==> src/rtl/riscv_mem_pkg.sv <==
// ============================================================================
// Module  : riscv_mem_pkg
// Brief   : Shared memory-system widths, arbiter state/grant types and the
//           round-robin pick used by memory_arbiter.
// Revision: 1.0 - initial release
// ============================================================================
`default_nettype none

package riscv_mem_pkg;

    localparam int ADDR_W  = 28;
    localparam int BLOCK_W = 128;

    typedef enum logic [1:0] {
        IDLE    = 2'd0,
        SERVE_I = 2'd1,
        SERVE_D = 2'd2,
        DONE    = 2'd3
    } arb_state_t;

    typedef enum logic {
        GNT_I = 1'b0,
        GNT_D = 1'b1
    } grant_t;

    // On a tie the requester that was not served last wins.
    function automatic grant_t rr_pick(input logic req_i, input logic req_d, input grant_t last);
        if (req_i && req_d) return (last == GNT_I) ? GNT_D : GNT_I;
        return req_d ? GNT_D : GNT_I;
    endfunction

endpackage

`default_nettype wire

==> src/rtl/memory_arbiter.sv <==
// ============================================================================
// Module  : memory_arbiter
// Brief   : Round-robin arbiter sharing one main-memory block port between the
//           instruction cache (read) and data cache (read/write-back).
// Revision: 1.0 - initial release
// ============================================================================
`default_nettype none

module memory_arbiter #(
    parameter int ADDR_W   = riscv_mem_pkg::ADDR_W,
    parameter int BLOCK_W  = riscv_mem_pkg::BLOCK_W,
    parameter int MAX_WAIT = 255
) (
    input  logic               CLK,
    input  logic               RESET,
    input  logic               i_read,
    input  logic [ADDR_W-1:0]  i_address,
    output logic [BLOCK_W-1:0] i_readdata,
    output logic               i_busywait,
    input  logic               d_read,
    input  logic               d_write,
    input  logic [ADDR_W-1:0]  d_address,
    input  logic [BLOCK_W-1:0] d_writedata,
    output logic [BLOCK_W-1:0] d_readdata,
    output logic               d_busywait,
    output logic               mem_Read,
    output logic               mem_Write,
    output logic [ADDR_W-1:0]  mem_Address,
    output logic [BLOCK_W-1:0] mem_Writedata,
    input  logic [BLOCK_W-1:0] mem_Readdata,
    input  logic               mem_BusyWait,
    output logic               err_timeout
);

    import riscv_mem_pkg::*;

    localparam int                 c_cnt_w     = $clog2(MAX_WAIT + 1);
    localparam logic [c_cnt_w-1:0] c_wait_last = c_cnt_w'(MAX_WAIT - 1);
    localparam logic [c_cnt_w-1:0] c_cnt_max   = {c_cnt_w{1'b1}};

    arb_state_t          r_state;
    arb_state_t          w_state_nxt;
    grant_t              r_last_grant;
    grant_t              w_grant_pick;
    logic                r_seen_busy;
    logic [c_cnt_w-1:0]  r_wait_cnt;
    logic [ADDR_W-1:0]   r_addr;
    logic [BLOCK_W-1:0]  r_wdata;
    logic                r_we;
    logic [BLOCK_W-1:0]  r_i_rdata;
    logic [BLOCK_W-1:0]  r_d_rdata;
    logic                r_err;

    logic w_i_req;
    logic w_d_req;
    logic w_any_req;
    logic w_serving;
    logic w_complete;
    logic w_expire;

    assign w_i_req      = i_read;
    assign w_d_req      = d_read | d_write;
    assign w_any_req    = w_i_req | w_d_req;
    assign w_grant_pick = rr_pick(w_i_req, w_d_req, r_last_grant);
    assign w_serving    = (r_state == SERVE_I) || (r_state == SERVE_D);
    // Completion needs a busy phase first; an early low busywait is ignored.
    assign w_complete   = w_serving && r_seen_busy && !mem_BusyWait;
    assign w_expire     = w_serving && !w_complete && (r_wait_cnt >= c_wait_last);

    always_comb begin
        w_state_nxt = r_state;
        case (r_state)
            IDLE:    if (w_any_req) w_state_nxt = (w_grant_pick == GNT_D) ? SERVE_D : SERVE_I;
            SERVE_I,
            SERVE_D: if (w_complete || w_expire) w_state_nxt = DONE;
            DONE:    w_state_nxt = IDLE;
            default: w_state_nxt = IDLE;
        endcase
    end

    always_ff @(posedge CLK) begin
        if (RESET) begin
            r_state      <= IDLE;
            r_last_grant <= GNT_I;
            r_seen_busy  <= 1'b0;
            r_wait_cnt   <= '0;
            r_addr       <= '0;
            r_wdata      <= '0;
            r_we         <= 1'b0;
            r_i_rdata    <= '0;
            r_d_rdata    <= '0;
            r_err        <= 1'b0;
        end else begin
            r_state <= w_state_nxt;

            if (r_state == IDLE && w_any_req) begin
                r_last_grant <= w_grant_pick;
                if (w_grant_pick == GNT_D) begin
                    r_addr  <= d_address;
                    r_wdata <= d_writedata;
                    r_we    <= d_write;
                end else begin
                    r_addr  <= i_address;
                    r_we    <= 1'b0;
                end
            end

            if (w_serving) begin
                if (w_complete || w_expire) begin
                    r_seen_busy <= 1'b0;
                    r_wait_cnt  <= '0;
                end else begin
                    if (mem_BusyWait) r_seen_busy <= 1'b1;
                    if (r_wait_cnt != c_cnt_max) r_wait_cnt <= r_wait_cnt + 1'b1;
                end

                if (w_complete && !r_we) begin
                    if (r_state == SERVE_I) r_i_rdata <= mem_Readdata;
                    else                    r_d_rdata <= mem_Readdata;
                end

                if (w_expire) r_err <= 1'b1;
            end
        end
    end

    assign mem_Read      = (r_state == SERVE_I) || ((r_state == SERVE_D) && !r_we);
    assign mem_Write     = (r_state == SERVE_D) && r_we;
    assign mem_Address   = r_addr;
    assign mem_Writedata = r_wdata;

    assign i_readdata  = r_i_rdata;
    assign d_readdata  = r_d_rdata;
    assign err_timeout = r_err;

    assign i_busywait = w_i_req && !((r_state == DONE) && (r_last_grant == GNT_I));
    assign d_busywait = w_d_req && !((r_state == DONE) && (r_last_grant == GNT_D));

endmodule

`default_nettype wire

==> config.mk <==
export PLATFORM = sky130hd
export DESIGN_NAME = memory_arbiter
export DESIGN_NICKNAME = d
export VERILOG_FILES = /design/src/rtl/riscv_mem_pkg.sv /design/src/rtl/memory_arbiter.sv
export SDC_FILE = /design/constraint.sdc
export NUM_CORES = 1
export LEC_CHECK = 0
export CORE_AREA = 2 2 289 291
export DETAILED_ROUTE_END_ITERATION = 6
export DIE_AREA = 0 0 291 293
export GPL_TIMING_DRIVEN = 1
export HOLD_SLACK_MARGIN = 0.03
export MAX_ROUTING_LAYER = met4
export SLEW_MARGIN = 20
export SYNTH_ARGS = -nofsm -noshare
export SYNTH_HDL_FRONTEND = slang
export SYNTH_SLANG_ARGS = --single-unit
==> constraint.sdc <==
create_clock -name CLK -period 4.9 [get_ports CLK]
set_input_delay 0.735 -clock CLK [delete_from_list [all_inputs] [get_ports CLK]]
set_output_delay 0.735 -clock CLK [all_outputs]
set_load 0.03 [all_outputs]
== Yosys cells after proc, flatten, opt, wreduce, memory -nomap -nowiden ==
Index checks and enable logic that the tools add are counted.

* Input bits: 318
* Output and inout port bits: 417
* Flip-flop bits (word level): 426

* Bitwise logic cells: 4
* Multiplexer cells: 15
* Add/sub/neg operators: 1
* Magnitude comparators: 1
* Reductions and logical operators: 32
* Equality and inequality tests: 6

{| class="wikitable"
|+ Operators with widths
! kind !! number
|-
| 28-bit two-way mux || 1
|-
| 8-bit two-way mux || 2
|-
| 1-bit logical AND || 13
|-
| 2-bit AND reduction || 5
|-
| 8-bit by 1-bit adder with 8-bit output (second input constant) || 1
|-
| 8-bit greater-or-equal comparator (second input constant) || 1
|-
| 1-bit two-way mux || 8
|-
| 8-bit inequality test (second input constant) || 1
|-
| 2-bit two-way mux || 3
|-
| 2-bit case mux with 3 select lines || 1
|-
| 3-bit AND reduction || 2
|-
| 1-bit zero test || 5
|-
| 2-bit equality test (second input constant) || 2
|-
| 2-bit inequality test (second input constant) || 2
|-
| 2-bit nonzero test || 2
|-
| 1-bit logical OR || 3
|-
| 2-bit by 1-bit equality test with 1-bit output (second input constant) || 1
|-
| 2-bit zero test || 1
|-
| 1-bit inverter || 2
|-
| 1-bit bitwise OR || 2
|-
| 2-bit OR reduction || 1
|}

== Depth between registers and ports, before layout ==
* Depth after elaboration: 10
* Depth in mapped cells: 10
* Gate-level depth less buffers: 6

== Least setup slack after synthesis ==
OpenSTA, ideal clock, no wires.

* Path type: input port to output port
* Start: input i_read
* End: output i_busywait
* Arrival time: 1.454 ns
* Setup slack: 2.711 ns
* Required time: 4.165 ns
* Stages on the path: 1
* Cells stage by stage: a21boi_0

* Longest elaborated chain between the ends: 1

{| class="wikitable"
|+ RTL lines
! what !! line !! text
|-
| start, declared || memory_arbiter.sv:16 || <nowiki>input logic i_read,</nowiki>
|-
| 1-bit logical AND || memory_arbiter.sv:136 || <nowiki>assign i_busywait = w_i_req && !((r_state == DONE) && (r_last_grant == GNT_I));</nowiki>
|-
| end, declared || memory_arbiter.sv:19 || <nowiki>output logic i_busywait,</nowiki>
|}

No other way between the ends.

== Worst setup path after layout ==
* Start: register r_state[0]
* End: output mem_Read

* Longest elaborated chain between the ends: 3
* Elaborated cells between the ends (all ways): 4

{| class="wikitable"
|+ RTL lines
! what !! line !! text
|-
| start, declared || memory_arbiter.sv:41 || <nowiki>arb_state_t r_state;</nowiki>
|-
| start signal, assigned || memory_arbiter.sv:94 || <nowiki>r_state <= w_state_nxt;</nowiki>
|-
| 2-bit equality test || memory_arbiter.sv:127 || <nowiki>assign mem_Read = (r_state == SERVE_I) || ((r_state == SERVE_D) && !r_we);</nowiki>
|-
| 1-bit logical AND || memory_arbiter.sv:127 ||
|-
| 1-bit logical OR * || memory_arbiter.sv:127 ||
|-
| end, declared || memory_arbiter.sv:26 || <nowiki>output logic mem_Read,</nowiki>
|}

Every way passes the cells marked *; elsewhere a longest branch is shown, timed or not.

==> results.md <==
* Status: complete, no violations
* Seq. cell area at 8530 um^2
* Register area share after synthesis at 0.561
* First-pass GRT wire length at 91,900 um
* Setup WS pre-CTS at 1.73 ns
* Area grow syn2layout at 65.5%
* Number of DRC markers in iteration 0 at 593
* Pwr/cell area at 429 nW/um^2
* Final hold vios at 0
* Final instance area at 25,200 um^2
* Post-synth EDFFs at 0
* DRC Markers at 0
* Hold Crit Class: reg -> reg
* Fin. max-slew vios at 0
* Syn Nets at 2,263
* Chip width at 291 um
* Max FO, Critical Path at 5
* CTS clock-pin slew for the worst setup and hold paths at 0.06 ns
* Layout net count at 2,924
* Final setup viols at 0
* Avg WL per Cell at 16.9 um
* Total Wirelength at 62,500 um
* Finished Core Util at 0.308
* Final WS setup at 1.76 ns
* Tcrit/Tclk final at 0.641
* PostCTS Resize Cnt at 0
* Leading cell type in the layout, fill and taps excluded: nand2_1
* Hold_buf cts at 0
* Maxcap violations at 0
* Commonest non-fill, non-tap cells in the layout: nand2_1, clkdlybuf4s50_1, dfxtp_1
* Initial antenna violation count at 9
* Syn Inst Count at 1,938
* GP Congestion at 0.833
* Num CTS Buffers at 49
* # Post-CTS Setup Buffers at 0
* Via count at 15,400
* Core area at 81,800 um^2
* Mapped cell area at 15,200 um^2
* Number of fill cells in the layout at 8,764
* Dominant register cell in the synthesized netlist: dfxtp_1
* Worst Path Arrival at 2.41 ns
* Largest net degree at the start of global routing at 120
* CTS H-tree depth at 2
* Peak VDD IR at 0.314 mV
* Gr usage total at 0.143
* DRT met1 WL at 25,300 um
* Seq cells post-synth at 426
* Number of routed nets with antenna violations at 0
* Clock sinks at 426
* CP endpoint kind: output port
* Slew HR at 0.400
* Drt first pass iters at 7
* Top Metal Used: met4
* Post-DP HPWL at 45,000 um
* Met2 WL at 30,300 um
* Post-route setup TNS at 0 ns
* Clk buf depth at 3
* Startpoint Class: flop
* Slew of the pin with the lowest slew margin at 0.898 ns
* Grt ovf at 0
* I/O pin count at 735
* Yosys synthesis warning count at 0
* Vias in the first global route at 14,900
* CTS tree: done
* Initial Util at 0.186
* Clk Latency, worst-skew pair at 0.58 ns
* IO buf count at 734
* RSZ-0062 raised after global routing: no
* Layout cells sized above 1 at 0.0436
* F_max at 318 MHz
* Avg Cell Area, Syn at 7.85 um^2
* Met3 wire length at 5270 um
* CTS Root Cell: clkbuf_16
* Leakage power at 0.00858 uW
* Die Span Y at 293 um
* Distinct cells, synth at 44
* FP Rows at 105
* Post-layout min period at 3.14 ns
* Die Footprint at 85,300 um^2
* Worst Path Required at 4.16 ns
* Area of the multi-input gates at 6060 um^2
* Clock skew at 0.0107 ns
* Placed Area at 23,600 um^2
* Async SR Flop Fraction at 0
* Crit Path Category: reg -> out
* Vias per Instance at 4.15
[where the power goes]
| group | internal, uW | switching, uW |
|---|---|---|
| clock | 2080 | 1510 |
| combinational | 1200 | 1960 |
| sequential | 3830 | 213 |
| total | 7110 | 3690 |
[cells in the mapped netlist, drive strengths merged (2+ instances only)]
library cell	instances	share of area
a311oi	30	0.017
nand3b	3	0.0017
nor3	2	0.00066
nor2	34	0.0084
o32ai	2	0.0012
a21oi	395	0.13
o211ai	3	0.0015
nand4	3	0.0012
buf	67	0.022
and4	2	0.0012
o21ai	6	0.0020
dfxtp	426	0.56
ha	7	0.0058
a31oi	3	0.0016
nand2b	4	0.0016
nand3	9	0.0030
nand2	834	0.21
clkbuf	81	0.020
inv	8	0.0020
[state kept, by name, indices dropped and copies added (netlist names)]
register,cells
d_readdata,128
r_wait_cnt,8
i_readdata,128
r_we,1
err_timeout,1
r_last_grant,1
r_seen_busy,1
mem_Address,28
mem_Writedata,128
r_state,2
[layout make-up]
cell class              count  share of cell area
inverters                   8             0.00119
clock inverters            18             0.00512
flip-flops and latches    426               0.339
multi-input cells        1356               0.241
diodes                      3            0.000298
repair buffers            758               0.304
well taps                1070              0.0532
clock buffers              72              0.0570
[final timing paths]
kind / start / slack (ns) / depth (start not counted) / end
min reg2reg: d_readdata[81] / 0.45 / 2 / d_readdata[81]
min: d_readdata[81] / 0.45 / 2 / d_readdata[81]
max: r_state[0] / 1.76 / 5 / mem_Read
max reg2reg: r_state[0] / 1.87 / 7 / d_readdata[82]
[per-stage QoR]
| stage | power [uW] | hold WS (ns) | instances |
|---|---|---|---|
| global route | 11300 | 0.467 | 3711 |
| finish | 10800 | 0.450 | 3711 |
| detailed placement | 7300 | 0.445 | 3618 |
| floorplan | 5880 | 0.467 | 1938 |
| CTS | 11000 | 0.453 | 3708 |
| global placement | 7300 | 0.441 | 3618 |
[cells by family (layout without fill, tap and decap cells)]
group           after synthesis  in the layout  synth area share
simple gates                897            897             0.227
compound gates              452            452             0.163
flops                       426            426             0.561
buf+inv                     156            856            0.0443
fa+ha+maj                     7              7           0.00576
other cells                   0              3                 0
[layer usage]
layer / up-vias / global-route usage
met1: 7085 / 0.161
met3: 100 / 0.0470
met4: 0 / 0.0422
met5: - / -
met2: 573 / 0.240
li1: 7650 / -
[critical path: stages, from the launching register on]
cell             delay (ns)
dfxtp_1                0.36
inv_1                  0.11
ha_1                   0.17
nand2b_1               0.12
nand2b_1               0.14
clkdlybuf4s50_1        0.91
No activity file was read; power rests on OpenSTA's default activity.
==> variant 1, RTL diff (same flow settings) <==
The 4 states of `arb_state_t` get a one-hot encoding in 4 bits.
--- a/src/rtl/riscv_mem_pkg.sv
+++ b/src/rtl/riscv_mem_pkg.sv
@@ -11,11 +11,11 @@
     localparam int ADDR_W  = 28;
     localparam int BLOCK_W = 128;
 
-    typedef enum logic [1:0] {
-        IDLE    = 2'd0,
-        SERVE_I = 2'd1,
-        SERVE_D = 2'd2,
-        DONE    = 2'd3
+    typedef enum logic [3:0] {
+        IDLE    = 4'b0001,
+        SERVE_I = 4'b0010,
+        SERVE_D = 4'b0100,
+        DONE    = 4'b1000
     } arb_state_t;
 
     typedef enum logic {
Formal check against the unedited RTL: same outputs for any inputs over 4 cycles, from zero or initial values and one cycle with RESET high; so few cycles prove little.
==> variant 1 against the original RTL <==
Clock skew is 0.0063 ns higher. Critical endpoint is now i_busywait. Register-to-register slack better by 0.51 ns. Synthesized area is 0.38% higher. Synthesized cell count is 1.6% lower. Count of clock-buffer cells in the layout is 8 higher. Design area is 0.22% higher. Routed wire length is 1.4% higher. Global-route usage is 0.23 points higher. Critical path type is now primary input to output port. Largest power group unchanged. Power is 11% lower. Sequential cell count is 2 higher. Worst setup slack worse by 0.19 ns.
==> variant 1: results (changes against the original RTL) <==
Outcome
  – Outcome: completed

Cells and area
  – Nets: 2,885 (-1.3%)
  – Layout cells sized above 1: 4.41% (+0.052 points)
  – Post-Layout Cell Count: 3,679 (-0.86%)

Critical path
  – Slowest stage cell, crit path: clkdlybuf4s50_1
  – WP data arrival: 2.60 ns (+0.19 ns)
  – Worst path top cell family by delay: buffers and inverters
  – Max stage delay on crit path: 0.67 ns (-0.24 ns)
  – Critical Path Fanout Max: 24 (+19)

Yosys
  – Synth Flop Type: dfxtp_1
  – Syn Nets: 2,227 (-1.6%)
  – Synth top area cells: dfxtp_1 (56%), nand2_1 (19%), a21oi_1 (13%), clkbuf_1 (2.0%), buf_2 (1.8%)
  – Async set-reset flop share out of synthesis: 0% (unchanged)
  – Post-synthesis sequential area ratio: 56.1% (about the same)
  – Top cell type by total area after synthesis: dfxtp_1
  – Post-synth top cells: nand2_1 (775), dfxtp_1 (428), a21oi_1 (391)
  – Synth Instances: 1,907 (-1.6%)
  – Cell variety after synth: 46 (+4.5%)
  – Ys Warns: 0 (unchanged)

Place
  – Placer congestion estimate: 0.864 (+3.7%)
  – Placed cells: 3,581 (-1.0%)
  – IO Port Bufs: 734 (unchanged)
  – Post-DP HPWL: 45,100 um (+0.15%)

Global routing
  – Antenna violations before repair: 2 (-7)
  – Vias in the first global route: 14.5k (-2.6%)
  – First-pass GRT wire length: 92,900 um (+1.1%)
  – Gr usage total: 14.5% (+0.23 points)
  – Largest net degree at the start of global routing: 129 (+7.5%)
  – GRT Residual Overflow: 0 (unchanged)

Route
  – Drt initial violations: 918 (+55%)
  – Pre-antenna DRT Iters: 5 (-2)
  – DR vias/cell: 4.14 (-0.33%)
  – Routed len/inst: 17.2 um (+2.3%)

Clock network
  – Clk sinks: 428 (+0.47%)
  – Setup bufs post-CTS: 0 (unchanged)
  – Post-CTS sizing: 0 (unchanged)
  – CTS clk-pin slew, worst paths: 0.06 ns (about the same)
  – Hold_buf cts: 0 (unchanged)
  – TritonCTS Buffers: 52 (+6.1%)
  – Later-pin clock latency in the skew report: roughly 0.6 ns
  – Root Buffer: clkbuf_16
  – Max Root-Sink Buffers: 3 (unchanged)
  – H-tree depth: 2 (unchanged)

Timing
  – Clock skew: 0.0170 ns (+0.00630 ns)
  – Count of final hold-check violations: 0 (unchanged)
  – Actual slew at the worst max-slew pin: 1.16 ns (+0.258 ns)

Worst hold path
  – Type of the worst min-delay path: flip-flop to flip-flop

Pwr
  – Lkg Pwr: 0.00845 uW (-1.5%)
  – Worst VDD drop: 199 uV (-36%)
[variant 1: cell count changes after synthesis, moves of 7 or more]
| cell | change |
|---|---|
| nand2_1 | -59 |
| a311oi_1 | -30 |
| a2bb2oi_1 | +28 |
| a32oi_1 | +28 |
| buf_6 | +7 |
[variant 1: routing by layer]
metal,up-vias,share of wire (%),GRT usage [%],wire length (um)
li1,7601,-,-,-
met1,7024,41,16.8,26000
met2,483,49,24.1,30800
met3,117,7.0,3.90,4470
met4,0,3.4,5.28,2140
met5,-,0,-,0
[variant 1: final cells by class]
type / count / area [um^2]
Fill cell: 8683 / 56600
Sequential cell: 428 / 8570
Timing Repair Buffer: 755 / 7610
Multi-Input combinational cell: 1323 / 6000
Clock buffer: 80 / 1550
Tap cell: 1070 / 1340
Clock inverter: 16 / 136
Inverter: 5 / 18.8
Antenna cell: 2 / 5.00
[variant 1: through the flow]
step	hold WS [ns]	setup WS (ns)	cell area, um^2	util, %
6_report	0.451	1.57	25200	30.8
5_1_grt	0.466	1.53	25200	30.8
4_1_cts	0.454	1.59	25200	30.8
3_5_place_dp	0.445	1.60	23500	28.8
3_3_place_gp	0.441	1.64	23500	28.8
2_1_floorplan	0.441	2.85	15300	-
[variant 1: worst register-to-register path: stages (launching register included)]
cell	delay [ns]
dfxtp_1	0.35
or4b_4	0.77
nor2b_4	0.62
buf_4	0.36
nand2_1	0.19
a21oi_1	0.16
[variant 1: worst paths after layout]
kind / cells after the start / slack, ns / start / endpoint
worst max-delay path: 4 / 1.57 / i_read / i_busywait
worst min-delay path: 2 / 0.45 / i_readdata[23]$_SDFFE_PP0P_ / i_readdata[23]$_SDFFE_PP0P_
worst max register to register: 5 / 2.38 / r_state[3]$_SDFFE_PP0P_ / mem_Writedata[117]$_SDFFE_PP0P_
worst min register to register: 2 / 0.45 / i_readdata[23]$_SDFFE_PP0P_ / i_readdata[23]$_SDFFE_PP0P_
[variant 1: cell families (layout without fill, tap and decap cells)]
kind of cell | Yosys count | after routing | synth area share, %
other | 0 | 2 | 0
XOR/XNOR | 1 | 1 | 0.0574
buffers and inverters | 156 | 856 | 4.79
flip-flops | 428 | 428 | 56.1
AND/OR/NAND/NOR | 848 | 848 | 21.5
AO/OA/AOI/OAI | 472 | 472 | 17.3
adder cells (fa/ha/maj) | 2 | 2 | 0.164
[variant 1: report_power, final]
group	switching [uW]	internal, uW
clock	1570	2230
sequential	116	3700
combinational	1200	839
==> variant 2, RTL diff (same flow settings) <==
Without the edit above. Set the package constant `BLOCK_W` to 124 (it was 128).
--- a/src/rtl/riscv_mem_pkg.sv
+++ b/src/rtl/riscv_mem_pkg.sv
@@ -9,7 +9,7 @@
 package riscv_mem_pkg;
 
     localparam int ADDR_W  = 28;
-    localparam int BLOCK_W = 128;
+    localparam int BLOCK_W = 124;
 
     typedef enum logic [1:0] {
         IDLE    = 2'd0,
Interface: changed (5 resized); port bits go from 735 to 715. No check against the original RTL was run, so the function may have changed too.
==> variant 2 against the original RTL <==
Power down 0.64%. Routed wire length down 4.1%. Critical path type is now primary input to output port. Worst setup slack better by 0.099 ns. Critical path depth down 1. Synthesized area down 2.2%. Design area down 2.5%. Sequential cell count down 12. Die area unchanged.
==> variant 2: results (changes against the original RTL) <==
Pwr
  – Lkg Pwr: 0.00830 uW (-3.3%)
  – Power share of the combinational group: 29.2% (about the same)

Cells and area
  – Antenna cells: 2 (-1)
  – P&R area growth vs syn: 64.9%
  – Post-Layout Cell Count: 3,637 (-2.0%)
  – Sequential Area: 8290 um^2 (-2.8%)
  – Multi-input gate count: 1,318 (-2.8%)
  – Signal buffers: 737 (-2.8%)
  – Nets: 2,847 (-2.6%)
  – Non-clock buffer share: 30.3% (-0.11 points)
  – Layout cells sized above 1: 4.25% (-0.11 points)
  – FILL cells: 8,738 (-0.30%)

Global routing
  – Gr usage total: 13.8% (-0.48 points)
  – Met1 Use GR: 15.8% (-0.34 points)
  – Vias in the first global route: 14.5k (-2.1%)
  – M3 GR Usage: 3.69% (-1.0 points)
  – Antenna violations before repair: 2 (-7)
  – Largest net degree at the start of global routing: 138 (+15%)

Yosys
  – Syn Nets: 2,200 (-2.8%)
  – Cell variety after synth: 42 (-4.5%)
  – Synth Instances: 1,883 (-2.8%)
  – Post-synth top cells: nand2_1 (809), dfxtp_1 (414), a21oi_1 (380)
  – Post-synthesis sequential area ratio: 55.7% (-0.36 points)

Outcome
  – Outcome: completed

Place
  – Post-DP HPWL: 42,500 um (-5.6%)
  – Placed cell areas: 23,000 um^2 (-2.7%)

Route
  – Final WL: 60,000 um (-4.1%)
  – Wl on met1: 24,400 um (-3.9%)
  – Met2 wire len: 29,100 um (-4.0%)

Critical path
  – Max stage delay on crit path: 0.72 ns (-0.19 ns)
  – Depth of the most critical reg-to-reg path: 6 (-1)

Timing
  – Clock skew: 0.0185 ns (+0.00779 ns)
[variant 2: cell types whose count changed in the layout (fill, tap and decap cells not counted), sizes merged, moves of 6 or more]
cell	unedited run	this run
nand2	834	809
dfxtp	426	414
clkdlybuf4s50	733	713
clkinv	14	8
a21oi	395	380
[variant 2: worst paths after layout]
check	from	end	slack, ns
setup / recovery	d_write	d_busywait	1.86
hold reg to reg	mem_Writedata[24]$_SDFFE_PP0P_	mem_Writedata[24]$_SDFFE_PP0P_	0.45
setup reg to reg	r_state[0]$_SDFFE_PP0P_	d_readdata[102]$_SDFFE_PP0P_	2.17
hold / removal	mem_Writedata[24]$_SDFFE_PP0P_	mem_Writedata[24]$_SDFFE_PP0P_	0.45
[variant 2: cells by family after synthesis]
kind of cell	Yosys count	synth area share, %
buffers and inverters	151	5.07
adder cells (fa/ha/maj)	7	0.589
AO/OA/AOI/OAI	441	16.1
flip-flops	414	55.7
AND/OR/NAND/NOR	870	22.5
